## src/rtl/wb_arbiter.sv

```systemverilog
// Register-file write-port arbiter: MEM/WB pipeline versus a 2-entry multi-cycle result FIFO.
// Define WB_STARVE_EN to add the starvation counter and RUN/STALL FSM that forces a FIFO drain.
module wb_arbiter #(
    parameter int unsigned STARVE_LIMIT = 4
) (
    input  logic        clk,
    input  logic        rst,
    input  logic        wb_we,
    input  logic [4:0]  wb_addr,
    input  logic [31:0] wb_data,
    input  logic        mc_req,
    input  logic [4:0]  mc_addr,
    input  logic [31:0] mc_data,
    output logic        mc_ack,
    output logic        rf_we,
    output logic [4:0]  rf_waddr,
    output logic [31:0] rf_wdata,
    output logic        pipe_stall
);

    if (STARVE_LIMIT < 1 || STARVE_LIMIT > 15) begin : gen_bad_limit
        $error("wb_arbiter: STARVE_LIMIT must be in 1..15");
    end

    logic [4:0]  fifo_addr_q [2];
    logic [4:0]  fifo_addr_d [2];
    logic [31:0] fifo_data_q [2];
    logic [31:0] fifo_data_d [2];
    logic [1:0]  count_q, count_d;
    logic [1:0]  count_c;
    logic        keep0, keep1;
    logic        stall, grant_pipe, grant_fifo;

    logic        rf_we_q;
    logic [4:0]  rf_waddr_q;
    logic [31:0] rf_wdata_q;

    // Acceptance looks only at the current count; a same-cycle pop does not free a slot.
    assign mc_ack     = rst & mc_req & (count_q != 2'd2);
    assign grant_fifo = (count_q != 2'd0) & (stall | ~wb_we);
    assign grant_pipe = ~stall & wb_we;

    always_comb begin
        fifo_addr_d = fifo_addr_q;
        fifo_data_d = fifo_data_q;
        keep0 = (count_q != 2'd0) & ~grant_fifo & ~(grant_pipe & (fifo_addr_q[0] == wb_addr));
        keep1 = (count_q == 2'd2) & ~(grant_pipe & (fifo_addr_q[1] == wb_addr));
        if (!keep0 && keep1) begin
            fifo_addr_d[0] = fifo_addr_q[1];
            fifo_data_d[0] = fifo_data_q[1];
        end
        count_c = {1'b0, keep0} + {1'b0, keep1};
        // A push implies count_q < 2, so the compacted count is 0 or 1 here.
        if (mc_ack) begin
            fifo_addr_d[count_c[0]] = mc_addr;
            fifo_data_d[count_c[0]] = mc_data;
        end
        count_d = count_c + {1'b0, mc_ack};
    end

    always_ff @(posedge clk or negedge rst) begin
        if (!rst) begin
            count_q <= 2'd0;
            for (int i = 0; i < 2; i++) begin
                fifo_addr_q[i] <= 5'd0;
                fifo_data_q[i] <= 32'h0;
            end
        end else begin
            count_q     <= count_d;
            fifo_addr_q <= fifo_addr_d;
            fifo_data_q <= fifo_data_d;
        end
    end

    always_ff @(posedge clk or negedge rst) begin
        if (!rst) begin
            rf_we_q    <= 1'b0;
            rf_waddr_q <= 5'd0;
            rf_wdata_q <= 32'h0;
        end else begin
            rf_we_q <= grant_pipe | grant_fifo;
            if (grant_pipe) begin
                rf_waddr_q <= wb_addr;
                rf_wdata_q <= wb_data;
            end else if (grant_fifo) begin
                rf_waddr_q <= fifo_addr_q[0];
                rf_wdata_q <= fifo_data_q[0];
            end
        end
    end

    assign rf_we    = rf_we_q;
    assign rf_waddr = rf_waddr_q;
    assign rf_wdata = rf_wdata_q;

`ifdef WB_STARVE_EN
    typedef enum logic {StRun, StStall} state_e;

    localparam logic [3:0] Limit = 4'(STARVE_LIMIT);

    state_e     state_q, state_d;
    logic [3:0] starve_q, starve_d;

    // Starvation counts only while an entry survives compaction, so a FIFO emptied by
    // invalidation never triggers a stall.
    always_comb begin
        state_d  = state_q;
        starve_d = 4'd0;
        unique case (state_q)
            StRun: begin
                if (grant_pipe && count_c != 2'd0) begin
                    starve_d = (starve_q < Limit) ? starve_q + 4'd1 : starve_q;
                    if (starve_d == Limit) begin
                        state_d = StStall;
                    end
                end
            end
            StStall: state_d = StRun;
        endcase
    end

    always_ff @(posedge clk or negedge rst) begin
        if (!rst) begin
            state_q  <= StRun;
            starve_q <= 4'd0;
        end else begin
            state_q  <= state_d;
            starve_q <= starve_d;
        end
    end

    assign stall = (state_q == StStall);
`else
    assign stall = 1'b0;
`endif

    assign pipe_stall = stall;

endmodule

```

## config.mk

```make
export PLATFORM = sky130hd
export DESIGN_NAME = wb_arbiter
export DESIGN_NICKNAME = d
export VERILOG_FILES = /design/src/rtl/wb_arbiter.sv
export SDC_FILE = /design/constraint.sdc
export NUM_CORES = 1
export LEC_CHECK = 0
export ABC_AREA = 1
export ABC_CLOCK_PERIOD_IN_PS = 2150
export BUFFER_PORTS_ARGS = -buffer_cell sky130_fd_sc_hd__buf_4
export CORE_AREA = 4 4 110 112
export DETAILED_ROUTE_END_ITERATION = 10
export DIE_AREA = 0 0 114 116
export PLACE_DENSITY = 0.86
export SYNTH_ARGS = -nofsm -noshare
export SYNTH_HDL_FRONTEND = slang
export SYNTH_SLANG_ARGS = --single-unit
export TNS_END_PERCENT = 5
```

## constraint.sdc

```tcl
create_clock -name clk -period 2.15 [get_ports clk]
set_clock_uncertainty 0.15 [all_clocks]
set_input_delay 0.215 -clock clk [delete_from_list [all_inputs] [get_ports clk]]
set_output_delay 0.215 -clock clk [all_outputs]
set_load 0.01 [all_outputs]
```

# Word level (Yosys, flattened, before mapping)
# Cells that the tools add are included.
[word_totals]
register_bits = 114
latch_bits = 0
mem_bits_rw = 0
mem_bits_ro = 0
output_inout_bits = 40
word_cells = 49
n_memories = 0
[classes]
n_addsub = 2
mul = 0
n_div = 0
n_lt_le_gt_ge = 2
n_eq_ne = 4
shifts = 0
mux = 14
bitwise = 14
reduce_logical = 5
[op_table]
columns = ["op", "count"]
rows = [
  ["$mux W32", 4],
  ["$bwmux W64", 1],
  ["$mux W64", 1],
  ["$demux W32 S1", 1],
  ["$mux W5", 4],
  ["$bwmux W10", 1],
  ["$eq A5 B5 Y1", 2],
  ["$mux W10", 1],
  ["$and A1 B1 Y1", 8],
  ["$demux W5 S1", 1],
  ["$not A1 Y1", 4],
  ["$reduce_bool A2 Y1", 2],
  ["$add A1 B1 Y2", 1],
  ["$add A2 B1 Y2", 1],
  ["$eq A2 B2 Y1 const B", 1],
  ["$ge A2 B2 Y1 const B", 1],
  ["$logic_and A1 B1 Y1", 2],
  ["$lt A2 B1 Y1 const B", 1],
  ["$ne A2 B2 Y1 const B", 1],
  ["$not A1 Y2", 1],
  ["$logic_not A1 Y1", 1],
  ["$or A1 B1 Y1", 1],
]

# Longest topological paths before layout
# Gate-level depths: netlist of run 1.
[logic_depth]
depth_word = 13
ltp_mapped = 14
depth_no_buf = 12

# Worst setup path after synthesis of run 1
# No wires, ideal clock.
[synth_timing]
kind = "input -> register"
from = "input wb_we"
to = "register with a tool-made name"
setup_time_ns = 0.125
arrival_ns = 1.994
setup_slack_ns = -0.119
cell_stages = 11
path_cell_list = "inv_1 -> buf_2 -> buf_2 -> nor2_1 -> nand2_1 -> ha_1 -> inv_1 -> ha_1 -> clkbuf_1 -> buf_2 -> mux2_2"
[synth_lines]
columns = ["item", "line_no", "source"]
rows = [
  ["start, declared", "8", "input logic wb_we,"],
]

==> results of run 1 <==
==> cell usage after synthesis (3+ instances only) <==
library cell | n | area share [%]
sky130_fd_sc_hd__nand3_1 | 64 | 6.0
sky130_fd_sc_hd__buf_6 | 4 | 0.84
sky130_fd_sc_hd__dfrtp_1 | 114 | 53
sky130_fd_sc_hd__a21oi_2 | 23 | 3.7
sky130_fd_sc_hd__buf_2 | 18 | 1.7
sky130_fd_sc_hd__clkbuf_1 | 8 | 0.56
sky130_fd_sc_hd__nand2_1 | 98 | 6.8
sky130_fd_sc_hd__buf_12 | 3 | 1.1
sky130_fd_sc_hd__mux2_2 | 33 | 6.9
sky130_fd_sc_hd__o21ai_0 | 6 | 0.56
sky130_fd_sc_hd__nor2_2 | 24 | 2.8
sky130_fd_sc_hd__inv_1 | 54 | 3.8
sky130_fd_sc_hd__a21oi_1 | 50 | 4.7
sky130_fd_sc_hd__nor2_1 | 64 | 4.5
sky130_fd_sc_hd__xor2_1 | 3 | 0.49
sky130_fd_sc_hd__a31oi_1 | 5 | 0.58
sky130_fd_sc_hd__buf_1 | 3 | 0.21
==> final timing paths <==
path | start | to | cells after the start
min in group asynchronous | rst | fifo_data_q[45] | 3
max in group asynchronous | rst | rf_wdata[23] | 3
min reg2reg | rf_wdata[20] | rf_wdata[20] | 2
max | fifo_addr_q[7] | flop | 10
max reg2reg | fifo_addr_q[7] | flop | 10
min | wb_we | rf_wdata[12] | 4
==> cell type report <==
class | instances | share of cell area (%)
clock buffers | 18 | 5.38
clock inverters | 14 | 2.65
inverters | 54 | 2.62
multi-input cells | 378 | 26.6
flip-flops and latches | 114 | 35.8
well taps | 143 | 2.24
repair buffers | 216 | 24.7
==> repair_timing <==
item / 4_1_cts / 5_1_grt
pin swaps: 2 / 3
cloned: 2 / 0
setup buffers: 3 / 3
resized for setup: 7 / 12
hold endpoints to repair: 225 / 0
hold buffers: 75 / 0
endpoints found under the setup margin: 33 / 60
==> critical path, stage by stage (launching register included) <==
cell and delay, ns:
sky130_fd_sc_hd__dfrtp_1 0.41, sky130_fd_sc_hd__xor2_1 0.19, sky130_fd_sc_hd__nor2_1 0.13, sky130_fd_sc_hd__nand3_1 0.11, sky130_fd_sc_hd__nand2_2 0.12, sky130_fd_sc_hd__ha_4 0.22, sky130_fd_sc_hd__inv_4 0.06, sky130_fd_sc_hd__ha_4 0.16
sky130_fd_sc_hd__buf_12 0.12, sky130_fd_sc_hd__buf_12 0.13, sky130_fd_sc_hd__mux2_2 0.34
==> metrics by stage <==
step | power, uW | std cells | cell area (um2)
global placement | 6620 | 822 | 6430
CTS | 10100 | 934 | 7940
detailed placement | 6840 | 822 | 6430
finish | 10300 | 937 | 7980
floorplan | 5660 | 583 | 5410
global route | 10900 | 937 | 7980
==> cell usage in the layout (no fill, tap or decap), types with 2 or more instances in the layout <==
| cell | count |
|---|---|
| sky130_fd_sc_hd__buf_4 | 129 |
| sky130_fd_sc_hd__dfrtp_1 | 114 |
| sky130_fd_sc_hd__nand2_1 | 95 |
| sky130_fd_sc_hd__dlygate4sd3_1 | 75 |
| sky130_fd_sc_hd__nand3_1 | 64 |
| sky130_fd_sc_hd__nor2_1 | 63 |
| sky130_fd_sc_hd__inv_1 | 48 |
| sky130_fd_sc_hd__a21oi_1 | 48 |
| sky130_fd_sc_hd__mux2_2 | 33 |
| sky130_fd_sc_hd__nor2_2 | 25 |
| sky130_fd_sc_hd__a21oi_2 | 25 |
| sky130_fd_sc_hd__clkbuf_16 | 17 |
| sky130_fd_sc_hd__buf_12 | 10 |
| sky130_fd_sc_hd__clkinvlp_4 | 6 |
| sky130_fd_sc_hd__a31oi_1 | 5 |
| sky130_fd_sc_hd__bufinv_16 | 5 |
| sky130_fd_sc_hd__inv_2 | 4 |
| sky130_fd_sc_hd__nand2_2 | 3 |
| sky130_fd_sc_hd__xor2_1 | 3 |
| sky130_fd_sc_hd__o21ai_0 | 3 |
| sky130_fd_sc_hd__o21ai_1 | 3 |
| sky130_fd_sc_hd__clkinv_2 | 3 |
| sky130_fd_sc_hd__ha_4 | 2 |
| sky130_fd_sc_hd__buf_16 | 2 |
==> report_power, final <==
group | leakage, uW | internal [uW] | switching [uW]
registers | 0.00134 | 3130 | 603
clock network | 0.000298 | 2050 | 1020
logic | 0.00222 | 1680 | 1800
==> kinds of logic after synthesis <==
group	Yosys count
simple gates	252
flops	114
buf+inv	91
compound gates	84
mux	34
xor+xnor	4
fa+ha+maj	3
other cells	1
==> per-layer routing <==
layer,track usage [%],vias to the layer above
met5,0,-
met4,11.8,0
met3,6.79,55
met2,42.7,200
met1,27.7,2393
li1,-,2265
==> results_tabular.tex, run 1 <==
\begin{tabular}{lr}
\hline
Metric & Value \\
\hline
\multicolumn{2}{l}{\textbf{Detailed routing}} \\
Detail-routed net length per standard cell & 16.7 um \\
Via-per-instance ratio & between 5 and 6 \\
Number of design rule violations left after detail routing & 0 \\
Highest routed layer & met4 \\
Met2 routed WL & 8110 um \\
Count of routing violations after the opening detailed-route iteration & between 300 and 400 \\
Count of nets left with antenna violations after detail routing & 0 \\
Routed length on met1 & $\sim$6000 um \\
Drt pass-1 iters & 5 \\
Number of vias after detailed routing & between 4000 and 5000 \\
Post-detailed-routing wire length & 15600 um \\
Detailed route wirelength on metal3 & a little under 900 um \\
\multicolumn{2}{l}{\textbf{Yosys}} \\
Syn avg cell area & slightly above 9 um2 \\
Mapped Cells & $\sim$600 \\
Post-Syn Nets & between 600 and 700 \\
Yosys cell types & 25 \\
Synth warn & 0 \\
Largest family of logic cells by synthesized area & simple AND/OR/NAND/NOR gates \\
Number of synthesized flops with an enable pin & 0 \\
Fraction of synthesized area in multiplexers & 7.09\% \\
Simple-gate share of the synthesized area & 20.5\% \\
Fraction of registers with async set or reset after synthesis & 100\% \\
Synthesized-area fraction occupied by adder cells & 0.837\% \\
Sequential cell area fraction in the yosys report & 53.0\% \\
Area share of xor/xnor cells in the synthesized design & less than 1\% \\
Post-synthesis compound-gate area fraction & roughly a tenth \\
Top\_reg\_cell synth & sky130\_fd\_sc\_hd\_\_dfrtp\_1 \\
Synthesized area & 5380 um2 \\
Post-synthesis sequential element count & 114 \\
\multicolumn{2}{l}{\textbf{Worst setup path}} \\
Req. time, crit path & 2.29 ns \\
Nature of the critical path startpoint & flop \\
Critical path start-end classification & flop to flop \\
Maximum fanout count along the critical path & 11 \\
Nature of the critical path endpoint & flop \\
Register-to-Register Setup Slack & -0.11 ns \\
Worst EP arrival & $\sim$2.4 ns \\
\multicolumn{2}{l}{\textbf{Die}} \\
Chip Width & approximately 110 um \\
Boundary pin count & between 100 and 150 \\
Core region area & around 11000 um2 \\
Number of core rows & 39 \\
Die boundary height & roughly 120 um \\
Starting Density & a little under half \\
Die area & $\sim$13000 um2 \\
\multicolumn{2}{l}{\textbf{Placement}} \\
Dpl ws & -0.0961 ns \\
HPWL reported at the end of detailed placement & about 9000 um \\
Total of buffers placed on input and output ports & between 100 and 150 \\
Final weighted congestion of routability-driven global placement & approximately 0.81 \\
\multicolumn{2}{l}{\textbf{Global routing}} \\
Remaining global-route overflow & 0 \\
Number of antenna violations at the first check in global routing & 0 \\
Number of global-route vias before repair & roughly 5200 \\
Aggregate global-route resource usage & about a quarter \\
Wire length of the first global-routing pass & roughly 25000 um \\
Pin count of the biggest net entering global routing & around 120 \\
\multicolumn{2}{l}{\textbf{Power}} \\
Leakage power of the design & 0.00385 uW \\
Power per cell area & between 1000 and 1500 nW/um2 \\
Peak supply drop & 0.687 mV \\
\multicolumn{2}{l}{\textbf{Hold path}} \\
Classification of the worst-slack hold path & input pin to flop \\
\multicolumn{2}{l}{\textbf{Clocking}} \\
CTS root buffer & sky130\_fd\_sc\_hd\_\_clkbuf\_16 \\
Maximum number of buffers from clock root to sink & 2 \\
Clock Sink Count & about 110 \\
Reg clk slew, reported paths & $\sim$0.06 ns \\
Number of buffers created by CTS & 17 \\
Clk\_lat worst skew & 0.42 ns \\
Number of H-tree branching levels & 4 \\
Clock tree from TritonCTS & yes \\
\multicolumn{2}{l}{\textbf{Final layout}} \\
Proportion of layout cells with a drive suffix above 1 & 33.8\% \\
Number of fill cells in the layout & between 700 and 800 \\
Post-layout nets & roughly 860 \\
Final core occ & 71.1\% \\
Diode insertion count for antenna repair & 0 \\
Area overhead of the layout relative to synthesis & 48.3\% \\
Multi-input gate area in the final layout & approximately 2100 um2 \\
Area occupied by registers & about 2900 um2 \\
\multicolumn{2}{l}{\textbf{STA}} \\
Hold Fails Final Rpt & 0 \\
Final clock period utilization by the worst path & 105\% \\
RSZ-0062 raised after global routing & true \\
Total negative setup slack & -3.30 ns \\
Final-report max-slew violation count & 0 \\
Worst max-slew margin expressed relative to the limit & between 50 and 60\% \\
Min Clock Period, post-route & between 2 and 2.5 ns \\
Actual transition at the worst max-transition pin & about 0.64 ns \\
Worst slack on hold paths & around 0.17 ns \\
Post-route setup slack & -0.114 ns \\
Setup-failing EPs final & 33 \\
Maximum clock rate & 442 MHz \\
\multicolumn{2}{l}{\textbf{Flow run}} \\
Maxcap violations & 0 \\
\multicolumn{2}{l}{\textbf{Status}} \\
Violated checks & setup timing \\
Run status & finished, violations left \\
\hline
\end{tabular}
No activity file was read; power rests on OpenSTA's default activity.
==> inputs of run 2 (changes only) <==
- ABC_CLOCK_PERIOD_IN_PS: 2150 -> 2000
- CORE_AREA: 4 4 110 112 -> 2 2 108 110
- DIE_AREA: 0 0 114 116 -> 0 0 110 112
- clock period: 2.15 -> 2 ns (I/O delays scaled with it)
==> results_tabular.tex, run 2 (synthesis results as in run 1) <==
\begin{tabular}{lr}
\hline
Metric & Value \\
\hline
\multicolumn{2}{l}{\textbf{Clocking}} \\
Maximum number of buffers from clock root to sink & 2 \\
CTS root buffer & sky130\_fd\_sc\_hd\_\_clkbuf\_16 \\
Reg clk slew, reported paths & about 0.05 ns \\
Clk\_lat worst skew & between 0.4 and 0.5 ns \\
Clock Sink Count & around 110 \\
Number of H-tree branching levels & 4 \\
Clock tree from TritonCTS & yes \\
Number of buffers created by CTS & 17 \\
\multicolumn{2}{l}{\textbf{Worst setup path}} \\
Critical path start-end classification & flop to flop \\
Req. time, crit path & $\sim$2.1 ns \\
Worst EP arrival & 2.32 ns \\
Register-to-Register Setup Slack & -0.18 ns \\
Nature of the critical path endpoint & flop \\
Nature of the critical path startpoint & flop \\
Maximum fanout count along the critical path & 18 \\
\multicolumn{2}{l}{\textbf{Power}} \\
Leakage power of the design & 0.00391 uW \\
Peak supply drop & just under 0.7 mV \\
Tot Pwr & around 11000 uW \\
Power per cell area & approximately 1400 nW/um2 \\
\multicolumn{2}{l}{\textbf{Final layout}} \\
Area overhead of the layout relative to synthesis & 48.5\% \\
Commonest cells after routing, fill and taps aside & sky130\_fd\_sc\_hd\_\_buf\_4, sky130\_fd\_sc\_hd\_\_dfrtp\_1, sky130\_fd\_sc\_hd\_\_nand2\_1, sky130\_fd\_sc\_hd\_\_dlygate4sd3\_1, sky130\_fd\_sc\_hd\_\_nand3\_1 \\
Post-layout nets & between 800 and 900 \\
Area occupied by registers & around 2900 um2 \\
Diode insertion count for antenna repair & 0 \\
Final non-filler cell total & 946 \\
Multi-input gate area in the final layout & $\sim$2200 um2 \\
Proportion of layout cells with a drive suffix above 1 & around a third \\
Most common cell after layout, fill and taps aside & sky130\_fd\_sc\_hd\_\_buf\_4 \\
Post-route cell area & 7990 um2 \\
Number of fill cells in the layout & 720 \\
\multicolumn{2}{l}{\textbf{STA}} \\
RSZ-0062 raised after global routing & true \\
Final clock period utilization by the worst path & 109\% \\
Hold Fails Final Rpt & 0 \\
Min Clock Period, post-route & $\sim$2.2 ns \\
Worst max-slew margin expressed relative to the limit & roughly three fifths \\
Post-route setup slack & -0.177 ns \\
Actual transition at the worst max-transition pin & slightly above 0.6 ns \\
Worst slack on hold paths & around 0.18 ns \\
Final-report max-slew violation count & 0 \\
Maximum clock rate & 459 MHz \\
Setup-failing EPs final & 47 \\
\multicolumn{2}{l}{\textbf{Detailed routing}} \\
Detail-routed net length per standard cell & about 16 um \\
Number of design rule violations left after detail routing & 0 \\
Count of routing violations after the opening detailed-route iteration & approximately 400 \\
Count of nets left with antenna violations after detail routing & 0 \\
Number of vias after detailed routing & 4925 \\
Drt pass-1 iters & 5 \\
Post-detailed-routing wire length & 15000 um \\
Via-per-instance ratio & about 5.2 \\
\multicolumn{2}{l}{\textbf{Placement}} \\
HPWL reported at the end of detailed placement & 8940 um \\
Final weighted congestion of routability-driven global placement & approximately 0.87 \\
Placed cell count & between 800 and 900 \\
Total of buffers placed on input and output ports & 116 \\
Placement-stage cell area & around 6500 um2 \\
Dpl ws & -0.209 ns \\
\multicolumn{2}{l}{\textbf{Global routing}} \\
Number of global-route vias before repair & 5077 \\
Aggregate global-route resource usage & approximately a quarter \\
Wire length of the first global-routing pass & approximately 24000 um \\
Remaining global-route overflow & 0 \\
Pin count of the biggest net entering global routing & 115 \\
Number of antenna violations at the first check in global routing & 0 \\
\multicolumn{2}{l}{\textbf{Die}} \\
Boundary pin count & 118 \\
Starting Density & approximately half \\
Chip Width & around 110 um \\
Core region area & roughly 11000 um2 \\
Number of core rows & 39 \\
Die boundary height & 112 um \\
Die area & 12300 um2 \\
\multicolumn{2}{l}{\textbf{Hold path}} \\
Classification of the worst-slack hold path & input pin to flop \\
\multicolumn{2}{l}{\textbf{Flow run}} \\
Maxcap violations & 0 \\
\multicolumn{2}{l}{\textbf{Status}} \\
Run status & finished, violations left \\
Violated checks & setup timing \\
\hline
\end{tabular}
## run 2: changes by cell type in the layout (fill, tap and decap cells not counted), moves of 3 or more
cell	before	now
sky130_fd_sc_hd__inv_1	48	51
sky130_fd_sc_hd__mux2_2	33	25
sky130_fd_sc_hd__bufinv_16	5	2
sky130_fd_sc_hd__clkinvlp_4	6	1
sky130_fd_sc_hd__nor2_1	63	60
sky130_fd_sc_hd__mux2_4	0	8
sky130_fd_sc_hd__clkinv_2	3	6
sky130_fd_sc_hd__clkbuf_8	0	4
sky130_fd_sc_hd__buf_4	129	139
## run 2: layout make-up
cell class                 instances  share of cell area [%]
sequential                       114                    35.7
inverter                          54                    2.54
clock buffer                      22                    6.06
multi-input combinational        378                    27.2
clock inverter                    10                    1.33
timing repair buffer             225                    24.9
tap                              143                    2.24
## run 2: layer usage
metal / up-vias / routed length [um] / track usage (%)
met3: 39 / 849 / 6.44
met5: - / 0 / 0
met1: 2395 / 6100 / 30.4
li1: 2284 / - / -
met2: 207 / 7700 / 42.7
met4: 0 / 402 / 9.20
## run 2: repair_timing
item,CTS,global route
setup endpoints to repair,40,76
hold buffers,75,0
endpoints found under the hold margin,225,0
pin swaps,0,0
gates cloned,0,0
buffers inserted,5,0
resized for setup,18,8
## run 2: path summary, 6_finish.rpt
check	from	to	cells after the start
hold reg to reg	rf_wdata[19]	rf_wdata[19]	2
max in group asynchronous	rst	fifo_data_q[52]	3
hold / removal	wb_we	rf_waddr[3]	4
setup / recovery	flop	flop	11
min in group asynchronous	rst	asynchronous set/reset pin	3
setup reg to reg	flop	flop	11
## run 2: worst max-delay path, cell delays in order, from the launching register on
cell and delay, ns:
sky130_fd_sc_hd__dfrtp_1 0.40, sky130_fd_sc_hd__nand2_1 0.10, sky130_fd_sc_hd__nand2_1 0.07, sky130_fd_sc_hd__nor2_1 0.11, sky130_fd_sc_hd__nand3_1 0.08, sky130_fd_sc_hd__nand2_1 0.09, sky130_fd_sc_hd__inv_2 0.06, sky130_fd_sc_hd__ha_4 0.24
sky130_fd_sc_hd__inv_2 0.06, sky130_fd_sc_hd__ha_4 0.17, sky130_fd_sc_hd__buf_12 0.17, sky130_fd_sc_hd__mux2_2 0.35
## run 2: where the power goes
part	switching, uW	total, uW	internal (uW)
Clock	1030	2980	1950
Combinational	1970	3910	1940
Sequential	622	3990	3360
Total	3620	10900	7250
## run 2: per-stage QoR
stage | setup TNS (ns) | util [%]
6_report | -5.35 | 71.5
5_1_grt | -10.15 | 71.5
3_5_place_dp | -6.85 | 58.4
4_1_cts | -3.46 | 71.2
2_1_floorplan | -2.10 | -
3_3_place_gp | -2.99 | 58.4
==> inputs of run 3 (changes only) <==
- CORE_AREA: 2 2 108 110 -> 2 2 129 93
- DIE_AREA: 0 0 110 112 -> 0 0 131 95
- SKIP_CTS_REPAIR_TIMING: unset -> 1
==> results_tabular.tex, run 3 (synthesis results as in run 1) <==
\begin{tabular}{lr}
\hline
Metric & Value \\
\hline
\multicolumn{2}{l}{\textbf{Global routing}} \\
Wire length of the first global-routing pass & between 20000 and 25000 um \\
Pin count of the biggest net entering global routing & $\sim$120 \\
Number of antenna violations at the first check in global routing & 0 \\
Number of global-route vias before repair & roughly 4500 \\
Remaining global-route overflow & 0 \\
Aggregate global-route resource usage & 22.7\% \\
\multicolumn{2}{l}{\textbf{Placement}} \\
Final weighted congestion of routability-driven global placement & around 0.85 \\
Dpl ws & -0.196 ns \\
Total of buffers placed on input and output ports & between 100 and 150 \\
HPWL reported at the end of detailed placement & between 8000 and 9000 um \\
\multicolumn{2}{l}{\textbf{Final layout}} \\
Area overhead of the layout relative to synthesis & 52.6\% \\
Diode insertion count for antenna repair & 0 \\
Commonest cells after routing, fill and taps aside & sky130\_fd\_sc\_hd\_\_buf\_4, sky130\_fd\_sc\_hd\_\_dfrtp\_1, sky130\_fd\_sc\_hd\_\_nand2\_1, sky130\_fd\_sc\_hd\_\_dlygate4sd3\_1, sky130\_fd\_sc\_hd\_\_nand3\_1 \\
Most common cell after layout, fill and taps aside & sky130\_fd\_sc\_hd\_\_buf\_4 \\
Proportion of layout cells with a drive suffix above 1 & 35.5\% \\
Number of fill cells in the layout & approximately 730 \\
Post-layout nets & 878 \\
\multicolumn{2}{l}{\textbf{Power}} \\
Power per cell area & around 1400 nW/um2 \\
Int Power & $\sim$7500 uW \\
Switching share of total power & 33.7\% \\
Register share of total power & a little over a third \\
Peak supply drop & 0.914 mV \\
Leakage power of the design & between 0.004 and 0.005 uW \\
Power spent charging and discharging nets & approximately 3800 uW \\
Clock group share of total power & 26.9\% \\
Power share of the combinational group & a little under two fifths \\
\multicolumn{2}{l}{\textbf{Clocking}} \\
Clk\_lat worst skew & between 0.4 and 0.5 ns \\
CTS root buffer & sky130\_fd\_sc\_hd\_\_clkbuf\_16 \\
Clock tree from TritonCTS & yes \\
Maximum number of buffers from clock root to sink & 2 \\
Clock Sink Count & between 100 and 150 \\
Reg clk slew, reported paths & about 0.060 ns \\
Number of buffers created by CTS & 17 \\
Number of H-tree branching levels & 4 \\
\multicolumn{2}{l}{\textbf{Status}} \\
Run status & finished, violations left \\
Violated checks & setup timing \\
\multicolumn{2}{l}{\textbf{Detailed routing}} \\
Number of vias after detailed routing & just over 5000 \\
Detail-routed net length per standard cell & between 15 and 20 um \\
Post-detailed-routing wire length & $\sim$17000 um \\
Via-per-instance ratio & about 5.3 \\
Count of nets left with antenna violations after detail routing & 0 \\
Number of design rule violations left after detail routing & 0 \\
Drt pass-1 iters & 5 \\
Count of routing violations after the opening detailed-route iteration & slightly above 500 \\
\multicolumn{2}{l}{\textbf{STA}} \\
RSZ-0062 raised after global routing & true \\
Setup-failing EPs final & 75 \\
Final clock period utilization by the worst path & 117\% \\
Min Clock Period, post-route & 2.34 ns \\
Post-route setup slack & -0.344 ns \\
Hold Fails Final Rpt & 0 \\
Actual transition at the worst max-transition pin & approximately 0.63 ns \\
Final-report max-slew violation count & 0 \\
Total negative setup slack & -14.68 ns \\
Worst max-slew margin expressed relative to the limit & between 50\% and 60\% \\
Maximum clock rate & about 430 MHz \\
\multicolumn{2}{l}{\textbf{Worst setup path}} \\
Worst EP arrival & around 2.5 ns \\
Delay contributed by the slowest stage of the critical path & $\sim$0.38 ns \\
CP cell instances & inv\_1 > nand2\_1 > nand2\_1 > nor2\_1 > nand3\_1 > nand2\_2 > inv\_2 > ha\_4 > inv\_2 > ha\_4 > buf\_12 > mux2\_2 \\
Maximum fanout count along the critical path & 7 \\
Nature of the critical path endpoint & flop \\
Req. time, crit path & between 2 and 2.5 ns \\
Cell with the largest stage delay on the worst path & sky130\_fd\_sc\_hd\_\_dfrtp\_1 \\
Critical path start-end classification & flop to flop \\
Nature of the critical path startpoint & flop \\
\multicolumn{2}{l}{\textbf{Die}} \\
Starting Density & a little under half \\
Core region area & 11400 um2 \\
Number of core rows & 33 \\
Boundary pin count & 118 \\
Chip Width & about 130 um \\
Die area & $\sim$12000 um2 \\
Die boundary height & roughly 95 um \\
\multicolumn{2}{l}{\textbf{Flow run}} \\
Maxcap violations & 0 \\
\multicolumn{2}{l}{\textbf{Hold path}} \\
Classification of the worst-slack hold path & input pin to flop \\
\hline
\end{tabular}
-- run 3: path summary, 6_finish.rpt --
check	from	endpoint	slack (ns)	cells past startpoint
worst max-delay path	flop	flop	-0.34	12
worst min-delay path	wb_we	rf_waddr[2]	0.15	4
worst max register to register	flop	flop	-0.34	12
worst min register to register	rf_wdata[11]	rf_wdata[11]	0.33	2
max in group asynchronous	rst	fifo_data_q[40]	0.95	3
min in group asynchronous	rst	fifo_addr_q[8]	0.24	3
-- run 3: per-layer routing --
metal  vias up  GRT usage [%]  part of all wire [%]
met5         -              0                     0
met4         0           8.16                   3.2
met3        56           6.57                   6.5
met2       265           36.9                    50
met1      2446           29.0                    41
li1       2307              -                     -
-- run 3: area by class of cell --
class	count	area, um2	share of cell area (%)
Clock buffer	21	460	5.61
Timing Repair Buffer	232	2110	25.7
Inverter	54	203	2.47
Multi-Input combinational cell	378	2250	27.4
Tap cell	157	196	2.39
Sequential cell	114	2850	34.7
Clock inverter	10	134	1.63
-- run 3: power groups by stage --
stage | clock network (uW) | logic [uW] | registers [uW]
finish | 3050 | 4240 | 4040
global route | 3180 | 4610 | 4150
CTS | 3050 | 3540 | 3960
detailed placement | 0 | 3480 | 3980
global placement | 0 | 3330 | 3910
floorplan | 0 | 2110 | 3990
-- run 3: worst max-delay path: cells and delay by family, from the launching register on --
| family | cells | cell delay, ns |
|---|---|---|
| flops | 1 | 0.38 |
| fa+ha+maj | 2 | 0.50 |
| buf+inv | 4 | 0.37 |
| simple gates | 5 | 0.47 |
| mux | 1 | 0.34 |
-- run 3: metrics by stage --
stage	total power (uW)	hold slack (ns)	util [%]	instances	area, um2
floorplan	6100	-0.246	-	583	5430
global placement	7240	0.192	57.5	846	6530
detailed placement	7460	0.202	57.5	846	6530
CTS	10600	-0.230	62.7	877	7120
global route	11900	0.174	72.3	966	8210
finish	11300	0.149	72.3	966	8210
